[config.mk]
export PLATFORM = sky130hd
export DESIGN_NAME = playseq_detector_jogada
export DESIGN_NICKNAME = d
export VERILOG_FILES = /design/src/rtl/playseq_pkg.sv /design/src/rtl/playseq_sincronizador.sv /design/src/rtl/playseq_detector_jogada.sv
export SDC_FILE = /design/constraint.sdc
export NUM_CORES = 1
export LEC_CHECK = 0
export ABC_AREA = 1
export CORE_ASPECT_RATIO = 0.7
export CORE_MARGIN = 2
export CORE_UTILIZATION = 53
export CTS_CLUSTER_SIZE = 40
export DETAILED_ROUTE_END_ITERATION = 8
export PLACE_DENSITY = 0.76
export SKIP_LAST_GASP = 1
export SYNTH_ARGS = -nofsm -noshare
export SYNTH_HDL_FRONTEND = slang
export SYNTH_SLANG_ARGS = --single-unit
[constraint.sdc]
create_clock -name clock -period 1.7 [get_ports clock]
set_input_delay 0.17 -clock clock [delete_from_list [all_inputs] [get_ports clock]]
set_output_delay 0.17 -clock clock [all_outputs]
set_load 0.02 [all_outputs]
[src/rtl/playseq_pkg.sv]
// rtl/playseq_pkg.sv - shared PlaySeq constants: FSM encodings and default widths
package playseq_pkg;

    // Number of game buttons; also the jogada register and RAM data width.
    localparam int N_BOTOES_PADRAO = 4;

    // 1 ms at 50 MHz.
    localparam int DEBOUNCE_CICLOS_PADRAO = 50000;

    // Detector FSM encodings, exported unchanged on db_estado.
    localparam logic [2:0] EST_OCIOSO       = 3'd0;
    localparam logic [2:0] EST_FILTRA_PRESS = 3'd1;
    localparam logic [2:0] EST_PULSO        = 3'd2;
    localparam logic [2:0] EST_SEGURA       = 3'd3;
    localparam logic [2:0] EST_FILTRA_SOLTA = 3'd4;

endpackage

[src/rtl/playseq_sincronizador.sv]
// rtl/playseq_sincronizador.sv - parameterized-width 2-FF synchronizer
//
// Ports:
//   clock    system clock, rising edge
//   reset    asynchronous active-low reset (clears both stages)
//   entrada  asynchronous input bits
//   saida    synchronized bits, two clock edges behind entrada
module playseq_sincronizador #(
    parameter int LARGURA = 1
) (
    input  logic               clock,
    input  logic               reset,
    input  logic [LARGURA-1:0] entrada,
    output logic [LARGURA-1:0] saida
);

    logic [LARGURA-1:0] estagio1;

    always_ff @(posedge clock or negedge reset) begin
        if (!reset) begin
            estagio1 <= '0;
            saida    <= '0;
        end else begin
            estagio1 <= entrada;
            saida    <= estagio1;
        end
    end

endmodule

[src/rtl/playseq_detector_jogada.sv]
// rtl/playseq_detector_jogada.sv - button synchronizer, debouncer and single-press pulse generator
//
// Ports:
//   clock          system clock, rising edge
//   reset          asynchronous active-low reset
//   botoes         raw active-high buttons
//   limpa          synchronous clear of jogada/erro_multiplo; forces wait-for-release
//   tem_jogada     one-cycle pulse, a valid single-button jogada is available
//   jogada         one-hot code of the last valid press
//   erro_multiplo  sticky flag, a stable multi-button press was rejected
//   db_estado      current FSM state for debug display
module playseq_detector_jogada
    import playseq_pkg::*;
#(
    parameter int N_BOTOES        = N_BOTOES_PADRAO,
    parameter int DEBOUNCE_CICLOS = DEBOUNCE_CICLOS_PADRAO
) (
    input  logic                clock,
    input  logic                reset,
    input  logic [N_BOTOES-1:0] botoes,
    input  logic                limpa,
    output logic                tem_jogada,
    output logic [N_BOTOES-1:0] jogada,
    output logic                erro_multiplo,
    output logic [2:0]          db_estado
);

    localparam int              CW      = $clog2(DEBOUNCE_CICLOS + 1);
    localparam logic [CW-1:0]   CNT_FIM = CW'(DEBOUNCE_CICLOS - 1);

    logic [N_BOTOES-1:0] sinc;
    logic [N_BOTOES-1:0] padrao;
    logic [N_BOTOES-1:0] padrao_menos_um;
    logic [CW-1:0]       cnt;
    logic [2:0]          estado;
    logic [2:0]          proximo;
    logic                um_bit;
    logic                cnt_fim;
    logic                sinc_zero;

    playseq_sincronizador #(
        .LARGURA (N_BOTOES)
    ) u_sinc (
        .clock   (clock),
        .reset   (reset),
        .entrada (botoes),
        .saida   (sinc)
    );

    // Exactly one bit set: nonzero and clearing the lowest set bit leaves zero.
    assign padrao_menos_um = padrao - N_BOTOES'(1);
    assign um_bit          = (padrao != '0) && ((padrao & padrao_menos_um) == '0);
    assign cnt_fim         = (cnt == CNT_FIM);
    assign sinc_zero       = (sinc == '0);

    always_comb begin
        proximo = estado;
        case (estado)
            EST_OCIOSO: begin
                if (!sinc_zero) proximo = EST_FILTRA_PRESS;
            end
            EST_FILTRA_PRESS: begin
                if (sinc_zero)
                    proximo = EST_OCIOSO;
                else if (sinc == padrao && cnt_fim)
                    proximo = um_bit ? EST_PULSO : EST_SEGURA;
            end
            EST_PULSO: begin
                proximo = EST_SEGURA;
            end
            EST_SEGURA: begin
                if (sinc_zero) proximo = EST_FILTRA_SOLTA;
            end
            EST_FILTRA_SOLTA: begin
                if (!sinc_zero)
                    proximo = EST_SEGURA;
                else if (cnt_fim)
                    proximo = EST_OCIOSO;
            end
            default: begin
                proximo = EST_OCIOSO;
            end
        endcase
        // A held button at limpa time must be released before it can count.
        if (limpa) proximo = EST_SEGURA;
    end

    always_ff @(posedge clock or negedge reset) begin
        if (!reset) estado <= EST_OCIOSO;
        else        estado <= proximo;
    end

    always_ff @(posedge clock or negedge reset) begin
        if (!reset) begin
            padrao        <= '0;
            cnt           <= '0;
            jogada        <= '0;
            erro_multiplo <= '0;
        end else begin
            case (estado)
                EST_OCIOSO: begin
                    if (!sinc_zero) begin
                        padrao <= sinc;
                        cnt    <= '0;
                    end
                end
                EST_FILTRA_PRESS: begin
                    if (!sinc_zero && sinc != padrao) begin
                        padrao <= sinc;
                        cnt    <= '0;
                    end else if (!sinc_zero) begin
                        if (cnt_fim) begin
                            if (!um_bit) erro_multiplo <= 1'b1;
                        end else begin
                            cnt <= cnt + CW'(1);
                        end
                    end
                end
                EST_PULSO: begin
                    jogada        <= padrao;
                    erro_multiplo <= 1'b0;
                end
                EST_SEGURA: begin
                    if (sinc_zero) cnt <= '0;
                end
                EST_FILTRA_SOLTA: begin
                    if (sinc_zero && !cnt_fim) cnt <= cnt + CW'(1);
                end
                default: begin
                    cnt <= '0;
                end
            endcase
            // Placed last so it wins even over the PULSO load.
            if (limpa) begin
                jogada        <= '0;
                erro_multiplo <= 1'b0;
            end
        end
    end

    assign tem_jogada = (estado == EST_PULSO);
    assign db_estado  = estado;

endmodule

==> results of run 1 <==
==> final timing paths <==
check	to	slack (ns)	depth (start not counted)
max	cnt[6]	0.01	11
min	u_sinc.estagio1[2]	0.31	1
max reg2reg	cnt[6]	0.01	11
min reg2reg	u_sinc.saida[1]	0.35	0
max in group asynchronous	u_sinc.saida[0]	0.93	3
min in group asynchronous	cnt[0]	0.44	3
==> worst max-delay path: cells and delay by family, from the launching register on <==
| kind | cells | cell delay (ns) |
|---|---|---|
| and+or+nand+nor | 10 | 0.94 |
| buffers and inverters | 1 | 0.16 |
| DFF | 1 | 0.48 |
==> state kept, by name, summed over array words and instances, names as in the netlist <==
signal	count
cnt	16
jogada	4
padrao	4
u_sinc.estagio1	4
u_sinc.saida	4
db_estado	3
erro_multiplo	1
==> layout by cell type (no fill, tap or decap), types with 2 or more instances in the layout <==
master,Yosys,routed
clkbuf_8,0,5
buf_4,0,21
a21oi_1,6,6
nand3_1,33,33
nand3b_1,3,3
nand2_2,8,9
clkinv_1,2,2
xor2_1,6,6
nand2_1,130,128
nand2_4,1,2
dfrtp_1,36,36
nor2_2,2,3
nor3_1,4,4
clkdlybuf4s50_1,0,13
nor2_4,3,4
o21ai_0,14,14
inv_1,28,27
inv_2,3,3
nand4_1,15,15
nor2_1,25,23
==> cells by family after synthesis <==
group           synth area share [%]
compound gates                 5.692
xor+xnor                       2.606
fa+ha+maj                     0.5318
buf+inv                        9.202
flops                          38.30
simple gates                   43.67
==> through the flow <==
step | power (mW) | TNS (ns) | std cells
floorplan | 2.122 | 0 | 337
global placement | 2.523 | 0 | 414
detailed placement | 2.560 | -0.3337 | 414
CTS | 3.509 | 0 | 425
global route | 3.931 | -1.112 | 431
finish | 3.701 | 0 | 431
==> report_power, final <==
| part | internal [mW] | switching [mW] |
|---|---|---|
| registers | 0.982 | 0.105 |
| logic | 0.722 | 1.09 |
| clock network | 0.442 | 0.359 |
| total | 2.15 | 1.55 |
==> final cells by class <==
class                      count  area (um^2)
tap                           55        68.82
sequential                    36        900.9
multi-input combinational    260         1261
inverter                      33        126.4
fill                         359         1479
clock buffer                   5        68.82
clock inverter                 3        46.29
timing repair buffer          39        352.8
==> synthesized netlist by cell type (2+ instances only) <==
cell type / count
a21oi_1: 6
buf_2: 3
buf_8: 2
clkinv_1: 2
dfrtp_1: 36
inv_1: 28
inv_2: 3
nand2_1: 130
nand2_2: 8
nand3_1: 33
nand3b_1: 3
nand4_1: 15
nor2_1: 25
nor2_2: 2
nor2_4: 3
nor3_1: 4
o21ai_0: 14
o21ai_1: 2
xor2_1: 6
==> metal layers <==
layer | vias up | GRT usage (%) | share of wire [%] | wire, um
met1 | 1091 | 36.13 | 49 | 2963
met3 | 15 | 5.525 | 7.2 | 433
met5 | - | 0 | 0 | 0
met2 | 98 | 34.06 | 42 | 2515
met4 | 0 | 8.756 | 1.5 | 87
li1 | 1155 | - | - | -
==> what timing repair did <==
action,in CTS,in global routing
buffers inserted,2,5
pin swaps,1,7
endpoints found under the setup margin,17,23
resized for setup,1,12
endpoints found under the hold margin,36,0
hold buffers,1,0
cloned,0,1
==> results.tsv, run 1 <==
metric	value	unit
status	completed	
die_w	83.63	um
drc	0	
syn_area	2352	um^2
cp_common_cell	nand2_2	
p_per_area	1310	nW/um^2
grt_util_all_layers	24.14	%
antenna_found_initial	0	
hold_viol	0	
post-route-period-util	99.33	%
synth_flop_cell	dfrtp_1	
drtAntennaViolNets	0	
diodes	0	
place_area	2586	um^2
hpwl	3781	um
syn_avg_cell_area	6.980	um^2
clockBufferDepth	2	
htreeDepth	2	
dieArea	4996	um^2
first_global_vias	2027	
tritoncts	yes	
fin_nets	383	
dr.pass1.iters	5	
async_flop_share	100.0	%
crit_type	reg2reg	
yosysTopAreaCell	dfrtp_1	
relSlewSlack	69.65	%
tightestPinTransition	0.4552	ns
leakagePower	1.441	nW
gp_congestion	0.9468	
pre_cts_slack	-0.04542	ns
fp.dieH	59.74	um
fin_area	2825	um^2
skew	0.009360	ns
clkSlewWorstSetupHoldPaths	0.09	ns
yosysSeqAreaShare	38.30	%
layout-drive-gt1-share	16.22	%
clock-sinks	36	
setup_viol	0	
cpPeakStageDelay	0.48	ns
ys_ff_latch	36	
synth_nets	345	
setup_ws	0.01147	ns
endpoint_kind	flip-flop	
post-route-util	65.64	%
io_buffers	15	
drt_iter0_drc	245	
insertion_delay	0.30	ns
min_period	1.689	ns
path_cells	nor2_2, nand3_1, nor2_1, nand2_2, nand2_2, nand2_2, nand2_2, nor2_4, clkbuf_16, nand2_2, nand2_1	
drv_cap	0	
synth_edf_count	0	
vias	2359	
numCtsBuffers	5	
startpoint_type	flip-flop	
slew_viol_final	0	
hold_class	in2reg	
start_util	54.65	%
grt_max_degree	37	
yosys_warnings	0	
areaGrowthSynthToFinish	20.11	%
peakVddDrop	0.8993	mV
finalWirelength	5999	um
path_max_fanout	7	
fmax	592.2	MHz
netlist_top_cells_area	dfrtp_1 38%, nand2_1 21%, nand3_1 7.0%	
grt_pass1_wl	9446	um
synth_top_area_share	38.30	%
min_from	botoes[2]	
synth_cell_types	31	
rows	20	
avgRoutedWirePerCell	13.92	um
rsz0062_at_grt	true	
viasPerCell	5.473	
hold_slack	0.3113	ns
core_area	4304	um^2
grt.overflow.total	0	
clock-root-buffer	clkbuf_8	
critPathRequiredTime	1.89	ns
synthCells	337	
arrival	1.88	ns
cp-startpoint	cnt[4]	
num_io_pins	16	
worst_r2r_startpoint	cnt[4]	
slowest_stage	dfrtp_1	
Power figures use the tool's default switching activity.
==> inputs of run 2 (changes only) <==
- GPL_ROUTABILITY_DRIVEN: default -> 0
- TNS_END_PERCENT: default -> 30
==> run 2 against run 1 <==
  * Sequential share of layout area is 0.071 points higher
  * Register-to-register slack better by 0.03 ns
  * Cell count is 0.23% lower
  * Sequential power hardly changed
  * First-iteration DRC count is 9.4% lower
  * Worst setup slack better by 0.023 ns
  * Via count is 0.38% lower
  * Routed wire length is 2.8% lower
  * Non-clock buffer count is 1 lower
  * Die area stayed put
  * Global-route usage stayed put
  * Core utilization is 0.15 points lower
  * Largest power group unchanged
==> results.tsv, run 2 (synthesis gave the netlist of run 1 again) <==
metric	value	unit	change
drc	0		unchanged
finalWirelength	5832	um	-2.8%
startpoint_type	flip-flop		
htreeDepth	2		unchanged
arrival	1.50	ns	-0.38 ns
top_register	cnt		
grt.overflow.total	0		unchanged
min_period	1.666	ns	-0.02277 ns
first_global_vias	2027		unchanged
crit_buf_inv	2		+1
drt_iter0_drc	222		-9.4%
die_w	83.63	um	unchanged
clockBufferDepth	2		unchanged
grt_pass1_wl	9446	um	unchanged
layout-drive-gt1-share	15.47	%	-0.76 points
critPathRequiredTime	1.53	ns	-0.36 ns
critPathTopFamily	flip-flops		
diodes	0		unchanged
rows	20		unchanged
drv_cap	0		unchanged
largest_reg_flops	16		unchanged
setup_viol	0		unchanged
insertion_delay	0.30	ns	about the same
hold_class	in2reg		
fmax	600.3	MHz	+1.4%
drtAntennaViolNets	0		unchanged
fin_nets	382		-0.26%
leakagePower	1.438	nW	-0.17%
post-route-period-util	97.99	%	-1.3 points
most-common-layout-cells	128 x nand2_1, 36 x dfrtp_1, 33 x nand3_1, 27 x inv_1, 24 x nor2_1		
status	completed		
areaGrowthSynthToFinish	19.84	%	
fp.dieH	59.74	um	unchanged
cpPeakStageDelay	0.44	ns	-0.04 ns
skew	0.009584	ns	+0.0002237 ns
clkSlewWorstSetupHoldPaths	0.08	ns	about the same
path_cells	nor2_1, nand2_1, clkinv_1, dlygate4sd2_1		
grt_max_degree	37		unchanged
placed_cells_incl_taps	414		unchanged
clock-sinks	36		unchanged
dieArea	4996	um^2	unchanged
p_per_area	1306	nW/um^2	-0.29%
vias	2350		-0.38%
relSlewSlack	69.89	%	+0.24 points
final_common_cell	nand2_1		
tightestPinTransition	0.4516	ns	-0.003570 ns
peakVddDrop	0.9268	mV	+3.1%
avgRoutedWirePerCell	13.56	um	-2.6%
crit_type	reg2out		
rsz0062_at_grt	true		
slowest_stage	dfrtp_1		
core_area	4304	um^2	unchanged
clock-root-buffer	clkbuf_8		
instances_no_fill	430		-0.23%
hold_viol	0		unchanged
start_util	54.65	%	unchanged
io_buffers	15		unchanged
numCtsBuffers	5		unchanged
power.total	3.682	mW	-0.51%
antenna_found_initial	0		unchanged
dr.pass1.iters	5		unchanged
slew_viol_final	0		unchanged
hpwl	3781	um	unchanged
tritoncts	yes		
num_io_pins	16		unchanged
grt_util_all_layers	24.14	%	unchanged
path_max_fanout	6		-1
viasPerCell	5.465		-0.15%
endpoint_kind	primary output		
## run 2: cell count changes in the layout (fill, tap and decap cells not counted), sizes merged
cell / before / now
dlygate4sd2: 0 / 1
buf: 23 / 22
clkbuf: 7 / 6
## run 2: cell type report
type / instances / area (um^2)
fillers: 362 / 1485
clock inverters: 3 / 46.29
well taps: 55 / 68.82
inverters: 33 / 126.4
flip-flops and latches: 36 / 900.9
repair buffers: 38 / 349.1
multi-input cells: 260 / 1259
clock buffers: 5 / 68.82
## run 2: path summary, 6_finish.rpt
kind                                    start                  to  slack [ns]  depth (start not counted)
hold / removal                      botoes[2]  u_sinc.estagio1[2]        0.31                          1
max in group asynchronous               reset             cnt[10]        0.94                          3
setup / recovery                 db_estado[0]          tem_jogada        0.03                          4
setup reg to reg                       cnt[1]              cnt[7]        0.04                         11
min in group asynchronous               reset              cnt[0]        0.44                          3
hold reg to reg            u_sinc.estagio1[1]     u_sinc.saida[1]        0.35                          0
## run 2: worst register-to-register path, delay by kind of cell (launching register included)
kind,cells,cell delay (ns)
fa+ha+maj,1,0.21
buf+inv,2,0.20
flops,1,0.37
simple gates,8,0.77
## run 2: report_power, final
| group | switching (mW) | internal, mW | total [mW] |
|---|---|---|---|
| registers | 0.105 | 0.982 | 1.09 |
| logic | 1.07 | 0.724 | 1.80 |
| clock network | 0.355 | 0.442 | 0.798 |
## run 2: layer usage
layer / wire (um) / vias up / track usage (%)
li1: - / 1156 / -
met1: 2887 / 1080 / 36.13
met2: 2418 / 102 / 34.06
met3: 433 / 12 / 5.525
met4: 92 / 0 / 8.756
met5: 0 / - / 0
## run 2: what timing repair did
action,CTS,global route
pin swaps,1,7
buffers inserted,2,4
endpoints found under the setup margin,17,23
hold buffers,1,0
endpoints found under the hold margin,36,0
resized for setup,1,9
cloned,0,1
## run 2: per-stage QoR
stage / hold WS, ns / TNS, ns / utilization (%) / cell area, um^2 / worst slack [ns]
after floorplan: -0.1256 / 0 / - / 2352 / 0.08465
after global placement: 0.2366 / 0 / 60.09 / 2586 / 0.02833
after detailed placement: 0.2391 / -0.3337 / 60.09 / 2586 / -0.04542
after CTS: 0.3058 / 0 / 63.60 / 2738 / 0.03006
after global routing: 0.2992 / -0.9861 / 65.49 / 2819 / -0.09397
final: 0.3107 / 0 / 65.49 / 2819 / 0.03424
==> inputs of run 3 (changes only) <==
--- a/config.mk
+++ b/config.mk
@@ -14,3 +14,3 @@
 export GPL_ROUTABILITY_DRIVEN = 0
-export PLACE_DENSITY = 0.76
+export PLACE_DENSITY = 0.85
 export SKIP_LAST_GASP = 1
==> constraint.sdc (replaced) <==
create_clock -name clock -period 1.7 [get_ports clock]
set_input_delay 0.255 -clock clock [delete_from_list [all_inputs] [get_ports clock]]
set_output_delay 0.255 -clock clock [all_outputs]
set_load 0.02 [all_outputs]
==> run 3 against run 2 <==
  * Sequential power is essentially flat
  * Combinational power shrank 9%
  * Non-clock buffer count is the same
  * First-iteration DRC count grew 11%
  * Clock skew shrank 0.0028 ns
  * Total power shrank 8.7%
  * Worst setup slack gained 0.0033 ns
  * Flip-flop and latch count is the same
  * Die area is the same
  * Via count shrank 0.94%
  * Critical endpoint is now cnt[11]
==> results.tsv, run 3 (synthesis gave the netlist of run 1 again) <==
metric	value	unit	change
final_common_cell	nand2_1		
drv_cap	0		unchanged
antenna_found_initial	0		unchanged
placed_cells_incl_taps	412		-0.48%
htreeDepth	2		unchanged
dr.pass1.iters	5		unchanged
status	completed		
fin_nets	382		unchanged
min_period	1.662	ns	-0.003337 ns
cp-startpoint	cnt[1]		
grt_max_degree	37		unchanged
clkSlewWorstSetupHoldPaths	0.08	ns	about the same
slowest_stage	dfrtp_1		
start_util	54.65	%	unchanged
crit_end	cnt[11]		
num_io_pins	16		unchanged
grt_util_all_layers	24.80	%	+0.66 points
hpwl	4059	um	+7.4%
first_global_vias	2014		-0.64%
largest_reg_flops	16		unchanged
reg2reg_slack	0.04	ns	about the same
path_max_fanout	10		+4
hold_class	reg2reg		
leakagePower	1.395	nW	-3.0%
core_area	4304	um^2	unchanged
regToRegEndpoint	cnt[11]		
most-common-layout-cells	129 x nand2_1, 36 x dfrtp_1, 33 x nand3_1, 26 x inv_1, 24 x nor2_1		
io_buffers	15		unchanged
slew_viol_final	0		unchanged
clock-sinks	36		unchanged
instances_no_fill	430		unchanged
drt_iter0_drc	247		+11%
dieArea	4996	um^2	unchanged
drtAntennaViolNets	0		unchanged
startpoint_type	flip-flop		
cpPeakStageDelay	0.38	ns	-0.06 ns
min_from	u_sinc.estagio1[3]		
cp_common_cell	nand2_2		
hold_viol	0		unchanged
top_register	cnt		
rsz0062_at_grt	true		
cts_hold_buf	0		-1
fp.dieH	59.74	um	unchanged
drc	0		unchanged
viasPerCell	5.414		-0.94%
diodes	0		unchanged
fmax	601.5	MHz	+0.20%
path_cells	ha_2, nand2_2, nor2_8, inv_2, nor2_2, nand2_1, nand2_2, nand2_2, nand2_2, nor2_4, buf_12, nand2_1, nand2_1		
setup_viol	0		unchanged
crit_type	reg2reg		
critPathRequiredTime	1.89	ns	+0.36 ns
grt_pass1_wl	9680	um	+2.5%
die_w	83.63	um	unchanged
arrival	1.85	ns	+0.35 ns
setup-tns-final	0	ns	unchanged
areaGrowthSynthToFinish	17.45	%	
power.total	3.362	mW	-8.7%
insertion_delay	0.30	ns	about the same
hold_slack	0.3533	ns	+0.04260 ns
rows	20		unchanged
avgRoutedWirePerCell	13.81	um	+1.8%
tightestPinTransition	0.5025	ns	+0.05085 ns
p_per_area	1217	nW/um^2	-6.8%
tritoncts	yes		
vias	2328		-0.94%
endpoint_kind	flip-flop		
worst_r2r_startpoint	cnt[1]		
r2r_cells	13		+2
clockBufferDepth	2		unchanged
peakVddDrop	0.8076	mV	-13%
clock-root-buffer	clkbuf_8		
post-route-period-util	97.79	%	-0.20 points
numCtsBuffers	5		unchanged
finalWirelength	5939	um	+1.8%
relSlewSlack	66.28	%	-3.6 points
grt.overflow.total	0		unchanged
skew	0.006758	ns	-0.002826 ns
layout-drive-gt1-share	15.47	%	unchanged
run 3: area by class of cell:
type,instances,area [um^2]
Sequential cell,36,900.9
Clock buffer,5,68.82
Multi-Input combinational cell,260,1242
Clock inverter,3,23.77
Timing Repair Buffer,38,334.1
Inverter,33,123.9
Fill cell,362,1541
Tap cell,55,68.82
run 3: through the flow:
stage | setup WS (ns) | area (um^2) | utilization [%]
finish | 0.03758 | 2763 | 64.19
global route | -0.1222 | 2763 | 64.19
CTS | 0.005211 | 2699 | 62.70
detailed placement | -0.05652 | 2576 | 59.85
global placement | 0.01823 | 2576 | 59.85
floorplan | 0.08465 | 2352 | -
run 3: how the worst min path moves through the flow:
stage / end / slack, ns / depth (start not counted)
after floorplan: cnt[0] / -0.04 / 0
final: u_sinc.saida[3] / 0.35 / 0
after global placement: u_sinc.saida[3] / 0.33 / 0
after CTS: u_sinc.saida[3] / 0.35 / 0
after global routing: u_sinc.saida[2] / 0.36 / 0
after detailed placement: u_sinc.saida[3] / 0.34 / 0
run 3: repair_timing:
item / CTS / global route
setup endpoints to repair: 17 / 24
endpoints found under the hold margin: 0 / 0
pin swaps: 1 / 3
gates resized for setup: 3 / 6
setup buffers: 2 / 8
run 3: layer usage:
layer | wire (um) | vias to the layer above | track usage, %
met5 | 0 | - | 0
met4 | 119 | 0 | 7.604
met3 | 387 | 18 | 4.006
met2 | 2659 | 91 | 38.74
met1 | 2773 | 1066 | 35.99
li1 | - | 1153 | -
run 3: worst max-delay path: cells and delay by family, from the launching register on:
kind / cells / cell delay, ns
buf+inv: 2 / 0.18
fa+ha+maj: 1 / 0.20
simple gates: 10 / 0.79
flops: 1 / 0.38
run 3: power breakdown:
group	switching, mW	internal, mW	leakage (nW)
combinational	1.02	0.627	0.887
clock	0.346	0.290	0.0404
sequential	0.0987	0.983	0.468
total	1.46	1.90	1.40
